==> config.mk <==
export PLATFORM = sky130hd
export DESIGN_NAME = goto_lookup_ctrl
export DESIGN_NICKNAME = d
export VERILOG_FILES = /design/src/rtl/ac_pkg.sv /design/src/rtl/goto_row_match.sv /design/src/rtl/goto_lookup_ctrl.sv
export SDC_FILE = /design/constraint.sdc
export NUM_CORES = 1
export LEC_CHECK = 0
export ABC_AREA = 1
export CORE_MARGIN = 3
export CORE_UTILIZATION = 52
export DETAILED_ROUTE_END_ITERATION = 8
export PLACE_DENSITY = 0.79
export SYNTH_ARGS = -nofsm -noshare
export SYNTH_HDL_FRONTEND = slang
export SYNTH_SLANG_ARGS = --single-unit
export TNS_END_PERCENT = 30
==> constraint.sdc <==
create_clock -name CLK -period 3.5 [get_ports CLK]
set_input_delay 0.7 -clock CLK [delete_from_list [all_inputs] [get_ports CLK]]
set_output_delay 0.7 -clock CLK [all_outputs]
set_load 0.05 [all_outputs]
==> src/rtl/ac_pkg.sv <==
// Shared Aho-Corasick matcher types: widths, special states,
// lookup FSM encoding and the goto-table row record.
package ac_pkg;

  localparam int STATE_W = 8;
  localparam int CHAR_W  = 4;

  localparam logic [STATE_W-1:0] ROOT_STATE = '0;
  localparam logic [STATE_W-1:0] END_MARK   = 8'hFF;

  typedef enum logic [1:0] {
    IDLE,
    SCAN,
    RESP
  } ac_fsm_e;

  typedef struct packed {
    logic [STATE_W-1:0] state;
    logic [CHAR_W-1:0]  chara;
    logic [STATE_W-1:0] next;
  } goto_row_t;

endpackage

==> src/rtl/goto_row_match.sv <==
// Compares one goto-table row against the latched request and
// flags the end-of-table marker.
module goto_row_match
  import ac_pkg::*;
(
  input  logic [STATE_W-1:0] row_state,
  input  logic [CHAR_W-1:0]  row_chara,
  input  logic [STATE_W-1:0] req_state,
  input  logic [CHAR_W-1:0]  req_chara,
  output logic               match,
  output logic               end_mark
);

  assign match    = (row_state == req_state) &&
                    (row_chara == req_chara);
  assign end_mark = (row_state == END_MARK);

endmodule

==> src/rtl/goto_lookup_ctrl.sv <==
// Goto-table RAM sequencer: linear scan from row 0, returns the
// goto next state or a miss for the failure-function stage.
module goto_lookup_ctrl #(
  parameter int DEPTH   = 32,
  parameter int ADDR_W  = 12,
  parameter int STATE_W = ac_pkg::STATE_W,
  parameter int CHAR_W  = ac_pkg::CHAR_W
) (
  input  logic               CLK,
  input  logic               RST,
  input  logic               REQ_VALID,
  output logic               REQ_READY,
  input  logic [STATE_W-1:0] REQ_STATE,
  input  logic [CHAR_W-1:0]  REQ_CHARA,
  output logic [ADDR_W-1:0]  ADDR_G,
  input  logic [STATE_W-1:0] CURRENT_STATE_G,
  input  logic [CHAR_W-1:0]  CHARA,
  input  logic [STATE_W-1:0] NEXT_STATE,
  output logic               RSP_VALID,
  input  logic               RSP_READY,
  output logic               RSP_HIT,
  output logic [STATE_W-1:0] RSP_NEXT_STATE
);

  import ac_pkg::*;

  localparam logic [ADDR_W-1:0] LAST = ADDR_W'(DEPTH - 1);
  localparam logic [ADDR_W-1:0] ONE  = ADDR_W'(1);

  ac_fsm_e state_q, state_d;

  logic [STATE_W-1:0] lat_state_q, lat_state_d;
  logic [CHAR_W-1:0]  lat_chara_q, lat_chara_d;
  logic [ADDR_W-1:0]  addr_d;
  logic [ADDR_W-1:0]  rd_addr_q, row_addr_q;
  logic               rd_pend_q, rd_pend_d;
  logic               ram_vld_q, ram_vld_d;
  logic               row_vld_q, row_vld_d;
  goto_row_t          row_q;

  logic               rsp_valid_d, rsp_hit_d;
  logic [STATE_W-1:0] rsp_next_d;
  logic               match, end_mark, term;

  assign REQ_READY = (state_q == IDLE) && !RST;

  goto_row_match u_match (
    .row_state (row_q.state),
    .row_chara (row_q.chara),
    .req_state (lat_state_q),
    .req_chara (lat_chara_q),
    .match     (match),
    .end_mark  (end_mark)
  );

  // Row data is re-registered once before evaluation; stale reads
  // issued past the terminating row die in the valid pipeline.
  assign term = row_vld_q &&
                (match || end_mark || row_addr_q == LAST);

  always_comb begin
    state_d     = state_q;
    addr_d      = ADDR_G;
    lat_state_d = lat_state_q;
    lat_chara_d = lat_chara_q;
    rd_pend_d   = rd_pend_q;
    ram_vld_d   = rd_pend_q;
    row_vld_d   = ram_vld_q;
    rsp_valid_d = RSP_VALID;
    rsp_hit_d   = RSP_HIT;
    rsp_next_d  = RSP_NEXT_STATE;
    unique case (state_q)
      IDLE: begin
        if (REQ_VALID && REQ_READY) begin
          lat_state_d = REQ_STATE;
          lat_chara_d = REQ_CHARA;
          addr_d      = '0;
          rd_pend_d   = 1'b1;
          state_d     = SCAN;
        end
      end
      SCAN: begin
        if (ADDR_G != LAST) addr_d = ADDR_G + ONE;
        if (term) begin
          state_d     = RESP;
          rsp_valid_d = 1'b1;
          rd_pend_d   = 1'b0;
          ram_vld_d   = 1'b0;
          row_vld_d   = 1'b0;
          rsp_hit_d   = match ||
                        (lat_state_q == ROOT_STATE);
          rsp_next_d  = match ? row_q.next : '0;
        end
      end
      RESP: begin
        if (RSP_READY) begin
          rsp_valid_d = 1'b0;
          state_d     = IDLE;
        end
      end
      default: state_d = IDLE;
    endcase
  end

  always_ff @(posedge CLK or posedge RST) begin
    if (RST) begin
      state_q        <= IDLE;
      ADDR_G         <= '0;
      lat_state_q    <= '0;
      lat_chara_q    <= '0;
      rd_pend_q      <= 1'b0;
      ram_vld_q      <= 1'b0;
      row_vld_q      <= 1'b0;
      rd_addr_q      <= '0;
      row_addr_q     <= '0;
      row_q          <= '0;
      RSP_VALID      <= 1'b0;
      RSP_HIT        <= 1'b0;
      RSP_NEXT_STATE <= '0;
    end else begin
      state_q        <= state_d;
      ADDR_G         <= addr_d;
      lat_state_q    <= lat_state_d;
      lat_chara_q    <= lat_chara_d;
      rd_pend_q      <= rd_pend_d;
      ram_vld_q      <= ram_vld_d;
      row_vld_q      <= row_vld_d;
      rd_addr_q      <= ADDR_G;
      row_addr_q     <= rd_addr_q;
      row_q.state    <= CURRENT_STATE_G;
      row_q.chara    <= CHARA;
      row_q.next     <= NEXT_STATE;
      RSP_VALID      <= rsp_valid_d;
      RSP_HIT        <= rsp_hit_d;
      RSP_NEXT_STATE <= rsp_next_d;
    end
  end

endmodule

==> results of run 1 <==
==> metal layers <==
layer  GRT usage (%)  part of all wire (%)  up-vias
li1                -                     -     1109
met1            23.4                    44     1080
met2            30.6                    50       57
met3            5.73                   4.6       12
met4            6.91                   1.6        0
met5               0                     0        -
==> final cells by class <==
cell class | instances | area [sq um]
sequential | 83 | 2080
fill | 446 | 1870
multi-input combinational | 185 | 1010
timing repair buffer | 59 | 601
inverter | 34 | 134
clock buffer | 9 | 124
tap | 75 | 93.8
clock inverter | 7 | 76.3
==> sequential cells by signal (all words and copies together) (netlist names) <==
signal	flops
row_q	20
ADDR_G	12
RSP_NEXT_STATE	8
rd_addr_q	12
ram_vld_q	1
RSP_VALID	1
rd_pend_q	1
RSP_HIT	1
row_addr_q	12
state_q	2
row_vld_q	1
lat_chara_q	4
lat_state_q	8
==> stage by stage <==
stage | instances | total power (W) | worst slack (ns) | util, % | instance area (sq um)
floorplan | 307 | 0.00192 | 0.663 | - | 3260
global placement | 436 | 0.00216 | 0.652 | 65.4 | 3920
finish | 452 | 0.00285 | 0.621 | 68.7 | 4120
detailed placement | 436 | 0.00219 | 0.636 | 65.4 | 3920
CTS | 452 | 0.00287 | 0.631 | 68.7 | 4120
global route | 452 | 0.00302 | 0.589 | 68.7 | 4120
==> layout by cell type (no fill, tap or decap), types with 4 or more instances in the layout <==
cell type	instances
inv_2	4
nand3_1	14
mux2_4	4
nand2_1	77
xnor2_1	5
clkdlybuf4s50_1	58
o21ai_0	4
nand2_2	6
nor2_1	21
nand4_1	12
clkbuf_8	9
xor2_1	5
a21oi_1	8
dfrtp_1	83
o21ai_2	4
inv_1	28
==> kinds of logic (layout without fill, tap and decap cells) <==
group / Yosys count / in the layout / synth area share [%]
AOI/OAI and AO/OA: 22 / 22 / 4.23
muxes: 5 / 5 / 2.19
adders and majority gates: 1 / 1 / 0.384
buffers and inverters: 39 / 109 / 5.15
DFF: 83 / 83 / 63.8
and+or+nand+nor: 147 / 147 / 21.6
xor gates and xnor gates: 10 / 10 / 2.69
==> critical path, stage by stage <==
cell and delay [ns]:
clkdlybuf4s50_1 0.46, nor3_2 0.18, clkdlybuf4s50_1 0.84
==> worst max-delay path by stage <==
| stage | endpoint | slack, ns |
|---|---|---|
| 2_1_floorplan | ADDR_G[0] | 0.66 |
| 4_1_cts | REQ_READY | 0.63 |
| 3_5_place_dp | REQ_READY | 0.64 |
| 6_report | REQ_READY | 0.62 |
| 3_3_place_gp | REQ_READY | 0.65 |
| 5_1_grt | REQ_READY | 0.59 |
==> power breakdown <==
group / internal [W] / leakage, nW / switching, W
Clock: 0.000334 / 0.0962 / 0.000346
Sequential: 0.00118 / 1.03 / 0.000199
Combinational: 0.000317 / 0.822 / 0.000482
Total: 0.00183 / 1.95 / 0.00103
==> summary.txt, run 1 <==
Run status
  – Status: completed

Synth
  – Cells after Synth: 307
  – Yosys reg bits: 83
  – Most frequent cells after synthesis: dfrtp_1 (83), nand2_1 (77), inv_1 (29)
  – YS warnings: 0
  – Mapped Area: 3260 sq um
  – Post-Syn Area per Cell: between 10 and 15 sq um
  – Post-synth EDFFs: 0
  – Asr flop ratio synth: 100%
  – Synth area leader: dfrtp_1
  – Syn Nets: around 340
  – Most instantiated library cell after synthesis: dfrtp_1
  – Post-synth top flop: dfrtp_1
  – Area contributors post-synth: dfrtp_1 (64%), nand2_1 (8.9%), inv_1 (3.3%)
  – Share of the synthesized area in the top cell type: 63.8%
  – Register area share after synthesis: between 60% and 70%
  – Number of distinct library cells after synthesis: 36

Setup path
  – Crit end category: output pin
  – Crit Reg-Reg Startpoint: ADDR_G[0]
  – Reg2reg end: ADDR_G[3]
  – Worst reg2reg setup slack: 1.67 ns
  – Worst Reg-to-Reg Cells: 10
  – CP required: roughly 2.8 ns
  – Worst Setup Start Kind: input port
  – Worst setup path class: input port to output pin
  – Worst endpoint data arrival time: 2.18 ns
  – Worst setup startpoint: RST
  – Crit path max fanout: 2

Pwr
  – VDD IR max: just under 0.4 mV
  – PD cells: just under 700 nW/um^2
  – Pleak: 1.95 nW

Route
  – Detailed Route WL: 6.32 mm
  – First drt pass iteration count: 5
  – Antenna Nets Post-Route: 0
  – # DRC: 0
  – Via density: 5.00
  – Vias: roughly 2300
  – DR iter-0 viols: 70
  – Drt wl/cell: roughly 14 um

Timing
  – Hold Fails Final Rpt: 0
  – RSZ-0062 raised after global routing: false
  – Final worst-path cycle share: approximately 80%
  – Worst-Margin Slew: 0.658 ns
  – Fmax: 0.347 GHz
  – Headroom to the max-slew limit: between 50% and 60%
  – Final Slew Violations: 0
  – Final setup viols: 0
  – Hold WS: roughly 0.34 ns
  – Minimum clock period: around 2.9 ns
  – Setup TNS Final: 0 ns
  – Layout Skew: between 0.007 and 0.008 ns

Global route
  – Vias in the first global route: 2217
  – First-pass GRT wire length: ~10 mm
  – Congestion Overflow GR: 0
  – Total Routing Usage GR: roughly a fifth
  – Largest net degree at the start of global routing: 47
  – Initial antenna violation count: 0

Worst hold path
  – Hold crit path type: flip-flop to flip-flop
  – Hold path depth: 0
  – Hold Crit Start: rd_addr_q[9]
  – Hold endpoint: row_addr_q[9]

Clock tree
  – Cts hold-fix bufs: 0
  – CTS max path bufs: 2
  – Clock Pin Slew Worst Setup and Hold Paths: ~0.080 ns
  – H-tree levels: 3
  – CTS Buf Count: 9
  – Latest clock arrival within the worst-skew pair: 0.35 ns
  – CTS tree: yes
  – Clk root buf: clkbuf_8
  – Post-CTS sizing: 0
  – Setup Buffers After CTS: 0
  – CTS Sinks: a little over 80

Die
  – Die Ht: roughly 85 um
  – Starting Density: 54.4%
  – # rows: 28
  – Full die area: about 7200 sq um
  – Die span in x: between 80 and 90 um
  – I/O pins: 59
  – Core ar.: ~6000 sq um

Placement
  – PortBufs: slightly below 60
  – Routability cong.: 0.837
  – Detailed placement HPWL: 4.49 mm

Finish
  – Fin nets: about 410
  – Ant. Diodes: 0
  – Area delta synth->final: 26.4%
  – Layout cells sized above 1: between 10% and 20%

Job
  – Max-capacitance violation count: 0
No activity file was read; power rests on OpenSTA's default activity.
==> inputs of run 2 (changes only) <==
--- a/config.mk
+++ b/config.mk
@@ -7,9 +7,9 @@
 export LEC_CHECK = 0
 export ABC_AREA = 1
 export CORE_MARGIN = 3
-export CORE_UTILIZATION = 52
+export CORE_UTILIZATION = 47
 export DETAILED_ROUTE_END_ITERATION = 8
-export PLACE_DENSITY = 0.79
+export PLACE_DENSITY = 0.76
 export SYNTH_ARGS = -nofsm -noshare
 export SYNTH_HDL_FRONTEND = slang
 export SYNTH_SLANG_ARGS = --single-unit
==> constraint.sdc (replaced) <==
create_clock -name CLK -period 2.6 [get_ports CLK]
set_input_delay 0.52 -clock CLK [delete_from_list [all_inputs] [get_ports CLK]]
set_output_delay 0.52 -clock CLK [all_outputs]
set_load 0.05 [all_outputs]
==> run 2 against run 1 <==
Against the previous run:
- critical path depth is 2 lower
- setup slack got worse by 0.35 ns
- routed wire length up 6.6%
- highest routed layer unchanged
- clock power increased by 43%
- non-clock buffer count up 3
- critical path type is now flip-flop to output pin
- die area increased by 9.9%
- sequential cell count is the same
- cell count is 1.1% higher
- design area is 1.2% higher
- sequential share of layout area fell by 0.62 points
- register-to-register slack got worse by 0.99 ns
==> summary.txt, run 2 (synthesized netlist as in run 1, its figures left out) <==
Route
  – First drt pass iteration count: 4
  – Via density: roughly 5
  – Antenna Nets Post-Route: 0
  – DR iter-0 viols: 85
  – # DRC: 0
  – Vias: 2338
  – Detailed Route WL: roughly 6.7 mm
  – Drt wl/cell: approximately 15 um

Setup path
  – Slowest cell on crit path: clkdlybuf4s50_1
  – Crit-path max cell delay: roughly 0.9 ns
  – Crit Reg-Reg Startpoint: ADDR_G[0]
  – CP required: between 2 and 2.5 ns
  – Buf/Inv on CP: 1
  – Worst setup startpoint: ADDR_G[5]
  – Worst endpoint data arrival time: between 1.5 and 2 ns
  – CP Depth: 1
  – Worst Setup Start Kind: flip-flop
  – Crit path max fanout: 8
  – Critical path, cell by cell: clkdlybuf4s50_1
  – Worst setup path class: flip-flop to output pin
  – Crit end category: output pin
  – Worst Reg-to-Reg Cells: 10
  – CP delay by family, top: buffers and inverters

Timing
  – Layout Skew: approximately 0.012 ns
  – RSZ-0062 raised after global routing: false
  – Final setup viols: 0
  – Final Slew Violations: 0
  – Setup TNS Final: 0 ns
  – Headroom to the max-slew limit: 65.6%
  – Final worst-path cycle share: between 80 and 90%
  – Hold WS: approximately 0.35 ns
  – Hold Fails Final Rpt: 0
  – Worst-Margin Slew: approximately 0.51 ns
  – Minimum clock period: about 2.3 ns
  – Fmax: about 0.43 GHz

Worst hold path
  – Hold path depth: 0
  – Hold crit path type: flip-flop to flip-flop
  – Hold Crit Start: rd_addr_q[2]

Placement
  – Routability cong.: ~0.8
  – Placed insts: approximately 440
  – PortBufs: between 50 and 60
  – Detailed placement HPWL: between 4 and 5 mm

Clock tree
  – CTS Sinks: 83
  – CTS Buf Count: 9
  – Clk root buf: clkbuf_8
  – Setup Buffers After CTS: 0
  – Latest clock arrival within the worst-skew pair: between 0.3 and 0.4 ns
  – CTS max path bufs: 2
  – H-tree levels: 3
  – Post-CTS sizing: 0
  – Cts hold-fix bufs: 0
  – CTS tree: yes
  – Clock Pin Slew Worst Setup and Hold Paths: roughly 0.090 ns

Die
  – Starting Density: ~50%
  – Die span in x: about 90 um
  – Full die area: 7960 sq um
  – Die Ht: around 90 um
  – # rows: 29
  – I/O pins: 59
  – Core ar.: 6530 sq um

Pwr
  – Pleak: between 1.5 and 2 nW
  – PD cells: ~940 nW/um^2
  – VDD IR max: 0.651 mV

Global route
  – Vias in the first global route: between 2000 and 2500
  – Initial antenna violation count: 0
  – Largest net degree at the start of global routing: 38
  – First-pass GRT wire length: between 10 and 15 mm
  – Total Routing Usage GR: 18.8%
  – Congestion Overflow GR: 0

Run status
  – Status: completed

Finish
  – Fin cells: between 400 and 500
  – Fin nets: between 400 and 500
  – Commonest non-fill, non-tap cell in the layout: dfrtp_1
  – Layout cells sized above 1: roughly 14%
  – Largest register FFs: 20
  – Area delta synth->final: 28.0%
  – Biggest register: row_q
  – Most frequent cells in the layout: dfrtp_1 (83), nand2_1 (77), clkdlybuf4s50_1 (57)
  – Ant. Diodes: 0
  – Final core occ: 63.8%

Job
  – Max-capacitance violation count: 0
-- run 2: report_power, final --
| group | leakage [nW] | internal [W] | switching [W] |
|---|---|---|---|
| Clock | 0.110 | 0.000488 | 0.000487 |
| Sequential | 1.03 | 0.00158 | 0.000273 |
| Combinational | 0.837 | 0.000436 | 0.000663 |
-- run 2: final timing paths --
path                                     end  slack (ns)
hold / removal                 row_addr_q[2]        0.35
max in group asynchronous  RSP_NEXT_STATE[1]        1.50
setup reg to reg                   ADDR_G[3]        0.68
min in group asynchronous     lat_chara_q[0]        0.57
hold reg to reg                row_addr_q[2]        0.35
setup / recovery                   ADDR_G[5]        0.27
-- run 2: final cells by class --
| class | count | area [sq um] |
|---|---|---|
| fill | 519 | 2360 |
| sequential | 83 | 2080 |
| multi-input combinational | 185 | 1010 |
| timing repair buffer | 62 | 633 |
| clock buffer | 10 | 138 |
| inverter | 34 | 136 |
| tap | 77 | 96.3 |
| clock inverter | 6 | 76.3 |
-- run 2: through the flow --
step / cell area, sq um / setup WS, ns / power (W)
2_1_floorplan: 3260 / 0.634 / 0.00259
3_3_place_gp: 3960 / 0.402 / 0.00293
3_5_place_dp: 3960 / 0.290 / 0.00298
4_1_cts: 4170 / 0.238 / 0.00397
5_1_grt: 4170 / 0.201 / 0.00415
6_report: 4170 / 0.275 / 0.00393
-- run 2: routing by layer --
layer	up-vias	share of wire (%)	GRT usage, %
li1	1119	-	-
met1	1150	44	23.9
met4	0	1.1	4.87
met3	9	5.7	6.36
met2	60	49	31.1
met5	-	0	0
==> inputs of run 3 (changes only) <==
--- a/config.mk
+++ b/config.mk
@@ -6,10 +6,13 @@
 export NUM_CORES = 1
 export LEC_CHECK = 0
 export ABC_AREA = 1
+export CELL_PAD_IN_SITES_DETAIL_PLACEMENT = 2
+export CELL_PAD_IN_SITES_GLOBAL_PLACEMENT = 2
 export CORE_MARGIN = 3
-export CORE_UTILIZATION = 47
+export CORE_UTILIZATION = 30
 export DETAILED_ROUTE_END_ITERATION = 8
-export PLACE_DENSITY = 0.76
+export PLACE_DENSITY_LB_ADDON = 0.1
+export REMOVE_ABC_BUFFERS = 1
 export SYNTH_ARGS = -nofsm -noshare
 export SYNTH_HDL_FRONTEND = slang
 export SYNTH_SLANG_ARGS = --single-unit
==> run 3 against run 2 <==
Against the previous run:
- power shrank 2.1%
- routed wire length grew 20%
- combinational power is essentially flat
- non-clock buffer count grew 1
- sequential cell count is the same
- critical path depth is the same
- die area grew 52%
- design area grew 1.3%
- critical endpoint unchanged
==> summary.txt, run 3 (synthesized netlist as in run 1, its figures left out) <==
Run status
  – Status: completed

Finish
  – Fin nets: approximately 410
  – Commonest non-fill, non-tap cell in the layout: dfrtp_1
  – Fin cells: around 520
  – Ant. Diodes: 0
  – Layout cells sized above 1: between 10 and 15%
  – Largest register FFs: 20
  – Area delta synth->final: 29.7%
  – Biggest register: row_q
  – Most frequent cells in the layout: dfrtp_1 (83), nand2_1 (77), clkdlybuf4s50_1 (57)

Setup path
  – Critical path, cell by cell: clkdlybuf4s50_1
  – Worst setup path class: flip-flop to output pin
  – Worst endpoint data arrival time: roughly 1.8 ns
  – Crit Reg-Reg Startpoint: ADDR_G[0]
  – Slowest cell on crit path: clkdlybuf4s50_1
  – Crit path max fanout: 8
  – CP required: between 2 and 2.5 ns
  – Buf/Inv on CP: 1
  – Crit end category: output pin
  – CP delay by family, top: buffers and inverters
  – Crit-path max cell delay: between 0.8 and 0.9 ns
  – Worst Setup Start Kind: flip-flop
  – Worst setup startpoint: ADDR_G[5]
  – Worst reg2reg setup slack: approximately 0.74 ns

Clock tree
  – Post-CTS sizing: 0
  – Latest clock arrival within the worst-skew pair: ~0.36 ns
  – CTS Buf Count: 9
  – Cts hold-fix bufs: 0
  – CTS max path bufs: 2
  – CTS Sinks: 83
  – H-tree levels: 3
  – Clock Pin Slew Worst Setup and Hold Paths: 0.09 ns
  – CTS tree: yes
  – Setup Buffers After CTS: 0
  – Clk root buf: clkbuf_8

Global route
  – Vias in the first global route: about 2600
  – Congestion Overflow GR: 0
  – Largest net degree at the start of global routing: 32
  – First-pass GRT wire length: 13.7 mm
  – Initial antenna violation count: 0
  – Total Routing Usage GR: around 15%

Die
  – Die span in x: 110 um
  – I/O pins: 59
  – Starting Density: between 30% and 40%
  – Full die area: ~12000 sq um
  – Die Ht: around 110 um
  – # rows: 37
  – Core ar.: roughly 10000 sq um

Pwr
  – PD cells: 911 nW/um^2
  – Net Sw Power: 0.00140 W
  – Pleak: between 1.5 and 2 nW
  – Sequential power share: 48.3%
  – Switching Share: a little over a third
  – Int Pwr: roughly 0.0025 W
  – Combinational share of power: approximately 29%
  – Clock power share: around 23%
  – VDD IR max: 0.527 mV

Timing
  – RSZ-0062 raised after global routing: false
  – Final setup viols: 0
  – Fmax: ~0.43 GHz
  – Final Slew Violations: 0
  – Setup TNS Final: 0 ns
  – Minimum clock period: 2.32 ns
  – Layout Skew: around 0.013 ns
  – Final worst-path cycle share: slightly below 90%
  – Headroom to the max-slew limit: roughly 65%
  – Worst-Margin Slew: roughly 0.53 ns
  – Hold Fails Final Rpt: 0

Route
  – Detailed Route WL: just over 8 mm
  – Via density: between 4 and 5
  – DR iter-0 viols: 57
  – First drt pass iteration count: 4
  – Vias: ~2400
  – Antenna Nets Post-Route: 0
  – Drt wl/cell: 15.7 um
  – # DRC: 0

Placement
  – PortBufs: between 50 and 60
  – Detailed placement HPWL: roughly 5.7 mm
  – Placed insts: 501
  – Routability cong.: between 0.7 and 0.8

Worst hold path
  – Hold Crit Start: rd_addr_q[3]
  – Hold crit path type: flip-flop to flip-flop

Job
  – Max-capacitance violation count: 0
run 3: cell count changes in the layout (fill, tap and decap cells not counted), sizes merged:
cell    before  now
buf          5    6
inv         37   33
clkbuf      10   13
bufinv       1    0
clkinv       1    3
run 3: layout make-up:
type | count | area (sq um)
Clock buffer | 13 | 169
Clock inverter | 3 | 21.3
Fill cell | 1151 | 6240
Inverter | 34 | 134
Multi-Input combinational cell | 185 | 1010
Sequential cell | 83 | 2080
Tap cell | 136 | 170
Timing Repair Buffer | 63 | 641
run 3: final timing paths:
check                                end  depth (start not counted)
setup / recovery               ADDR_G[5]                          1
hold / removal             row_addr_q[3]                          0
setup reg to reg               ADDR_G[3]                         10
hold reg to reg            row_addr_q[3]                          0
max in group asynchronous   rd_addr_q[2]                          3
min in group asynchronous       row_q[2]                          2
run 3: through the flow:
| stage | hold WS, ns | cell area, sq um | utilization [%] | worst slack [ns] | total power [W] |
|---|---|---|---|---|---|
| final | 0.349 | 4220 | 40.4 | 0.282 | 0.00385 |
| after global routing | 0.364 | 4220 | 40.4 | 0.196 | 0.00414 |
| after CTS | 0.348 | 4220 | 40.4 | 0.246 | 0.00394 |
| after detailed placement | 0.338 | 4030 | 38.6 | 0.543 | 0.00302 |
| after global placement | 0.333 | 4030 | 38.6 | 0.570 | 0.00298 |
| after floorplan | 0.331 | 3220 | - | -0.0568 | 0.00258 |
run 3: power by group through the flow:
stage               Clock [W]  Combinational (W)  Sequential (W)
floorplan                   0           0.000552         0.00202
global placement            0            0.00111         0.00187
detailed placement          0            0.00113         0.00189
CTS                  0.000934            0.00114         0.00187
global route         0.000984            0.00124         0.00192
finish               0.000878            0.00111         0.00186
run 3: metal layers:
metal,GRT usage (%),routed length [um],vias up
li1,-,-,1120
met4,5.45,118,0
met5,0,0,-
met2,25.2,4000,48
met1,18.5,3620,1187
met3,4.72,372,10
==> patch 1 (flow settings as in run 3) <==
`STATE_W`: 8 -> 10.
--- a/src/rtl/ac_pkg.sv
+++ b/src/rtl/ac_pkg.sv
@@ -4,3 +4,3 @@
 
-  localparam int STATE_W = 8;
+  localparam int STATE_W = 10;
   localparam int CHAR_W  = 4;
Interface: changed (resized CURRENT_STATE_G, NEXT_STATE, REQ_STATE and RSP_NEXT_STATE); port bits go from 59 to 67. The function was not compared with the original's and may differ.
==> patch 1 against run 3 <==
Sequential cell count rose by 8; total power rose by 22%; clock skew decreased by 0.0039 ns; via count is 12% higher; routed wire length is 13% higher; area after synthesis rose by 8.9%; final area grew 11%; worst setup slack improved by 0.044 ns; combinational power is 20% higher; worst hold slack gained 0.0038 ns; sequential share of layout area shrank 0.69 points; first-iteration DRC count rose by 75%.
==> patch 1: results <==
set metrics [dict create \
    yosysSeqAreaShare_pct 64.2 \
    fin_nets 470 \
    clkTransAtPathRegs_ns 0.07 \
    clk_path_buf_depth 2 \
    leakage_nw 2.22 \
    synth_top_area_share_pct 64.2 \
    hpwl_mm 6.46 \
    fin_skew_ns 0.00890 \
    postCtsSetupBuffers 0 \
    clock_latency_ns 0.35 \
    cp_max_fo 7 \
    drive_gt1_share_pct 9.95 \
    synth_cell_types 30 \
    antennaDiodeCount 0 \
    grt_max_degree 30 \
    placed_area_sq_um 4400 \
    status "finished, final reports clean" \
    drt-pass1-iter-count 4 \
    wirelength_mm 9.19 \
    internal-power_mw 2.97 \
    slew_headroom_pct 61.8 \
    postRouteAntennaNets 0 \
    ys_top_cells_by_area "dfrtp_1, nand2_1, inv_1, nor2_1, nand4_1" \
    yosys-top-cells-count "nand2_1, dfrtp_1, inv_1" \
    grt_pass1_vias 2991 \
    largest_reg_flops 24 \
    hold_class "reg -> reg" \
    place_congestion 0.689 \
    cts_root_buf "clkbuf_16" \
    ctsResizeCount 0 \
    irDropWorstVdd_mv 0.661 \
    grt_usage_pct 15.2 \
    cpLargestDelayFamily "buffers and inverters" \
    port_buffers 66 \
    slowest_delay_ns 0.87 \
    htree_levels 3 \
    async_flop_share_pct 100 \
    grt_pass1_wl_mm 15.4 \
    cp_slowest_cell "clkdlybuf4s50_1" \
    antenna_found_initial 0 \
    regMostFlops "row_q" \
    vias_per_cell 4.61 \
    drt_iter0_markers 100 \
    worst-endpoint-arrival_ns 1.75 \
]
-- patch 1: cell types whose count changed after synthesis, moves of 4 or more --
cell	before	now
dfrtp_1	83	91
inv_1	29	41
mux2_4	4	0
nand2_1	77	93
nand2_2	6	2
nor2_1	21	35
xnor2_1	5	1
-- patch 1: cells by family (layout without fill, tap and decap cells) --
logic type                 Yosys count  after routing  share of synthesized area (%)
muxes                                3              3                          0.953
DFF                                 91             91                           64.2
adders and majority gates            1              1                          0.353
AOI/OAI and AO/OA                   25             25                           4.80
and+or+nand+nor                    173            173                           21.4
xor gates and xnor gates             8              8                           1.98
buffers and inverters               51            131                           6.32
-- patch 1: per-layer routing --
metal	part of all wire (%)	vias up	track usage (%)	wire (um)
met5	0	-	0	0
met1	42	1334	18.3	3890
met4	1.7	0	5.63	154
met2	51	50	26.0	4710
li1	-	1253	-	-
met3	4.8	12	4.39	441
-- patch 1: final timing paths --
check	startpoint	end	slack [ns]	depth (start not counted)
min	rd_addr_q[9]	row_addr_q[9]	0.35	0
min in group asynchronous	RST	row_q[7]	0.58	2
max in group asynchronous	RST	row_q[12]	1.44	3
max	ADDR_G[9]	ADDR_G[9]	0.33	1
min reg2reg	rd_addr_q[9]	row_addr_q[9]	0.35	0
max reg2reg	lat_state_q[6]	rd_pend_q	0.79	11
-- patch 1: through the flow --
step           cells  setup WS [ns]
6_report         575          0.326
5_1_grt          575          0.268
4_1_cts          575          0.296
3_5_place_dp     559          0.443
3_3_place_gp     559          0.485
2_1_floorplan    345         -0.284
-- patch 1: area by class of cell --
type,instances,area (sq um)
multi-input cells,210,1040
well taps,143,179
fillers,1249,6770
flip-flops and latches,91,2280
clock buffers,11,253
repair buffers,71,733
inverters,44,166
clock inverters,5,43.8
-- patch 1: power groups by stage --
stage          Combinational, mW  Sequential (mW)  Clock [mW]
6_report                    1.33             2.07        1.28
5_1_grt                     1.48             2.13        1.40
3_5_place_dp                1.35             2.10           0
2_1_floorplan              0.659             2.25           0
4_1_cts                     1.36             2.08        1.34
3_3_place_gp                1.31             2.08           0
==> patch 2 (flow settings as in run 3) <==
Without the edit above. `ADDR_G`, `rd_addr_q` and `row_addr_q` no longer have a reset.
--- a/src/rtl/goto_lookup_ctrl.sv
+++ b/src/rtl/goto_lookup_ctrl.sv
@@ -107,3 +107,2 @@
       state_q        <= IDLE;
-      ADDR_G         <= '0;
       lat_state_q    <= '0;
@@ -113,4 +112,2 @@
       row_vld_q      <= 1'b0;
-      rd_addr_q      <= '0;
-      row_addr_q     <= '0;
       row_q          <= '0;
@@ -121,3 +118,2 @@
       state_q        <= state_d;
-      ADDR_G         <= addr_d;
       lat_state_q    <= lat_state_d;
@@ -127,4 +123,2 @@
       row_vld_q      <= row_vld_d;
-      rd_addr_q      <= ADDR_G;
-      row_addr_q     <= rd_addr_q;
       row_q.state    <= CURRENT_STATE_G;
@@ -138,2 +132,8 @@
 
+  always_ff @(posedge CLK) begin
+    ADDR_G     <= addr_d;
+    rd_addr_q  <= ADDR_G;
+    row_addr_q <= rd_addr_q;
+  end
+
 endmodule
Check against the original RTL: differs if RST is asserted again (counterexample within 4 cycles, from zero or initial values and one cycle with RST high); with RST held inactive, the same outputs for 10 cycles.
==> patch 2 against run 3 <==
Sequential cell count is the same; fmax grew 4.5%; critical endpoint is now ADDR_G[3]; total power grew 8.1%; final area shrank 6.4%; area after synthesis shrank 7.4%; worst setup slack gained 0.10 ns; sequential power grew 11%; global-route usage shrank 0.77 points; routed wire length shrank 9.1%; highest routed layer unchanged.
==> patch 2: results <==
set metrics [dict create \
    async_flop_share_pct 56.6 \
    wl_met2_mm 3.70 \
    nonClockInverterCount 37 \
    crit_start "ADDR_G[3]" \
    status "finished, final reports clean" \
    slew_headroom_pct 58.3 \
    grt_max_degree 48 \
    grt_pass1_wl_mm 12.6 \
    place_congestion 0.706 \
    seq-cell-share_pct 51.0 \
    drt_iter0_markers 81 \
    multi_input_area_share_pct 20.9 \
    grt_pass1_vias 2532 \
    fin_nets 402 \
    leakage_nw 1.79 \
    synth_edf_count 12 \
    hp-start "rd_addr_q[11]" \
    wl_met1_mm 3.22 \
    synth_cell_types 33 \
    clkCellAreaFrac_pct 5.00 \
    fin_skew_ns 0.0173 \
    use_met1_pct 16.9 \
    cp_max_fo 7 \
    drive_gt1_share_pct 8.92 \
    worst-endpoint-arrival_ns 1.70 \
    r2r-start "state_q[1]" \
    buf_share_pct 15.5 \
    wirelength_mm 7.37 \
    slowest_delay_ns 0.85 \
]
==> patch 2: cell count changes after synthesis, sizes merged, moves of 11 or more <==
cell           run 3  this run
nand2             83        96
edfxtp             0        12
nand3             16         5
dfrtp             83        47
dfxtp              0        24
==> patch 2: cell families after synthesis <==
kind of cell	share of synthesized area [%]
buffers and inverters	5.68
AO/OA/AOI/OAI	3.82
flip-flops	66.9
XOR/XNOR	1.74
AND/OR/NAND/NOR	21.5
adder cells (fa/ha/maj)	0.415
==> patch 2: power breakdown <==
| part | switching (mW) | total (mW) | internal, mW | leakage (nW) |
|---|---|---|---|---|
| Clock | 0.513 | 0.935 | 0.421 | 0.105 |
| Combinational | 0.742 | 1.16 | 0.421 | 0.785 |
| Sequential | 0.298 | 2.06 | 1.76 | 0.900 |
==> patch 2: path summary, 6_finish.rpt <==
check | to | slack, ns | cells after the start
max | ADDR_G[3] | 0.38 | 1
min | row_addr_q[11] | 0.33 | 0
max reg2reg | ADDR_G[0] | 0.70 | 5
min reg2reg | row_addr_q[11] | 0.33 | 0
max in group asynchronous | row_q[10] | 1.48 | 3
min in group asynchronous | row_q[5] | 0.68 | 3
==> patch 2: metrics by stage <==
step | instances | area, sq um | setup slack (ns) | total power [mW] | utilization [%]
5_1_grt | 499 | 3960 | 0.284 | 4.45 | 41.6
3_3_place_gp | 483 | 3760 | 0.266 | 3.22 | 39.5
3_5_place_dp | 483 | 3760 | 0.232 | 3.28 | 39.5
4_1_cts | 499 | 3960 | 0.345 | 4.24 | 41.6
2_1_floorplan | 293 | 2980 | 0.180 | 2.78 | -
6_report | 499 | 3960 | 0.382 | 4.16 | 41.6
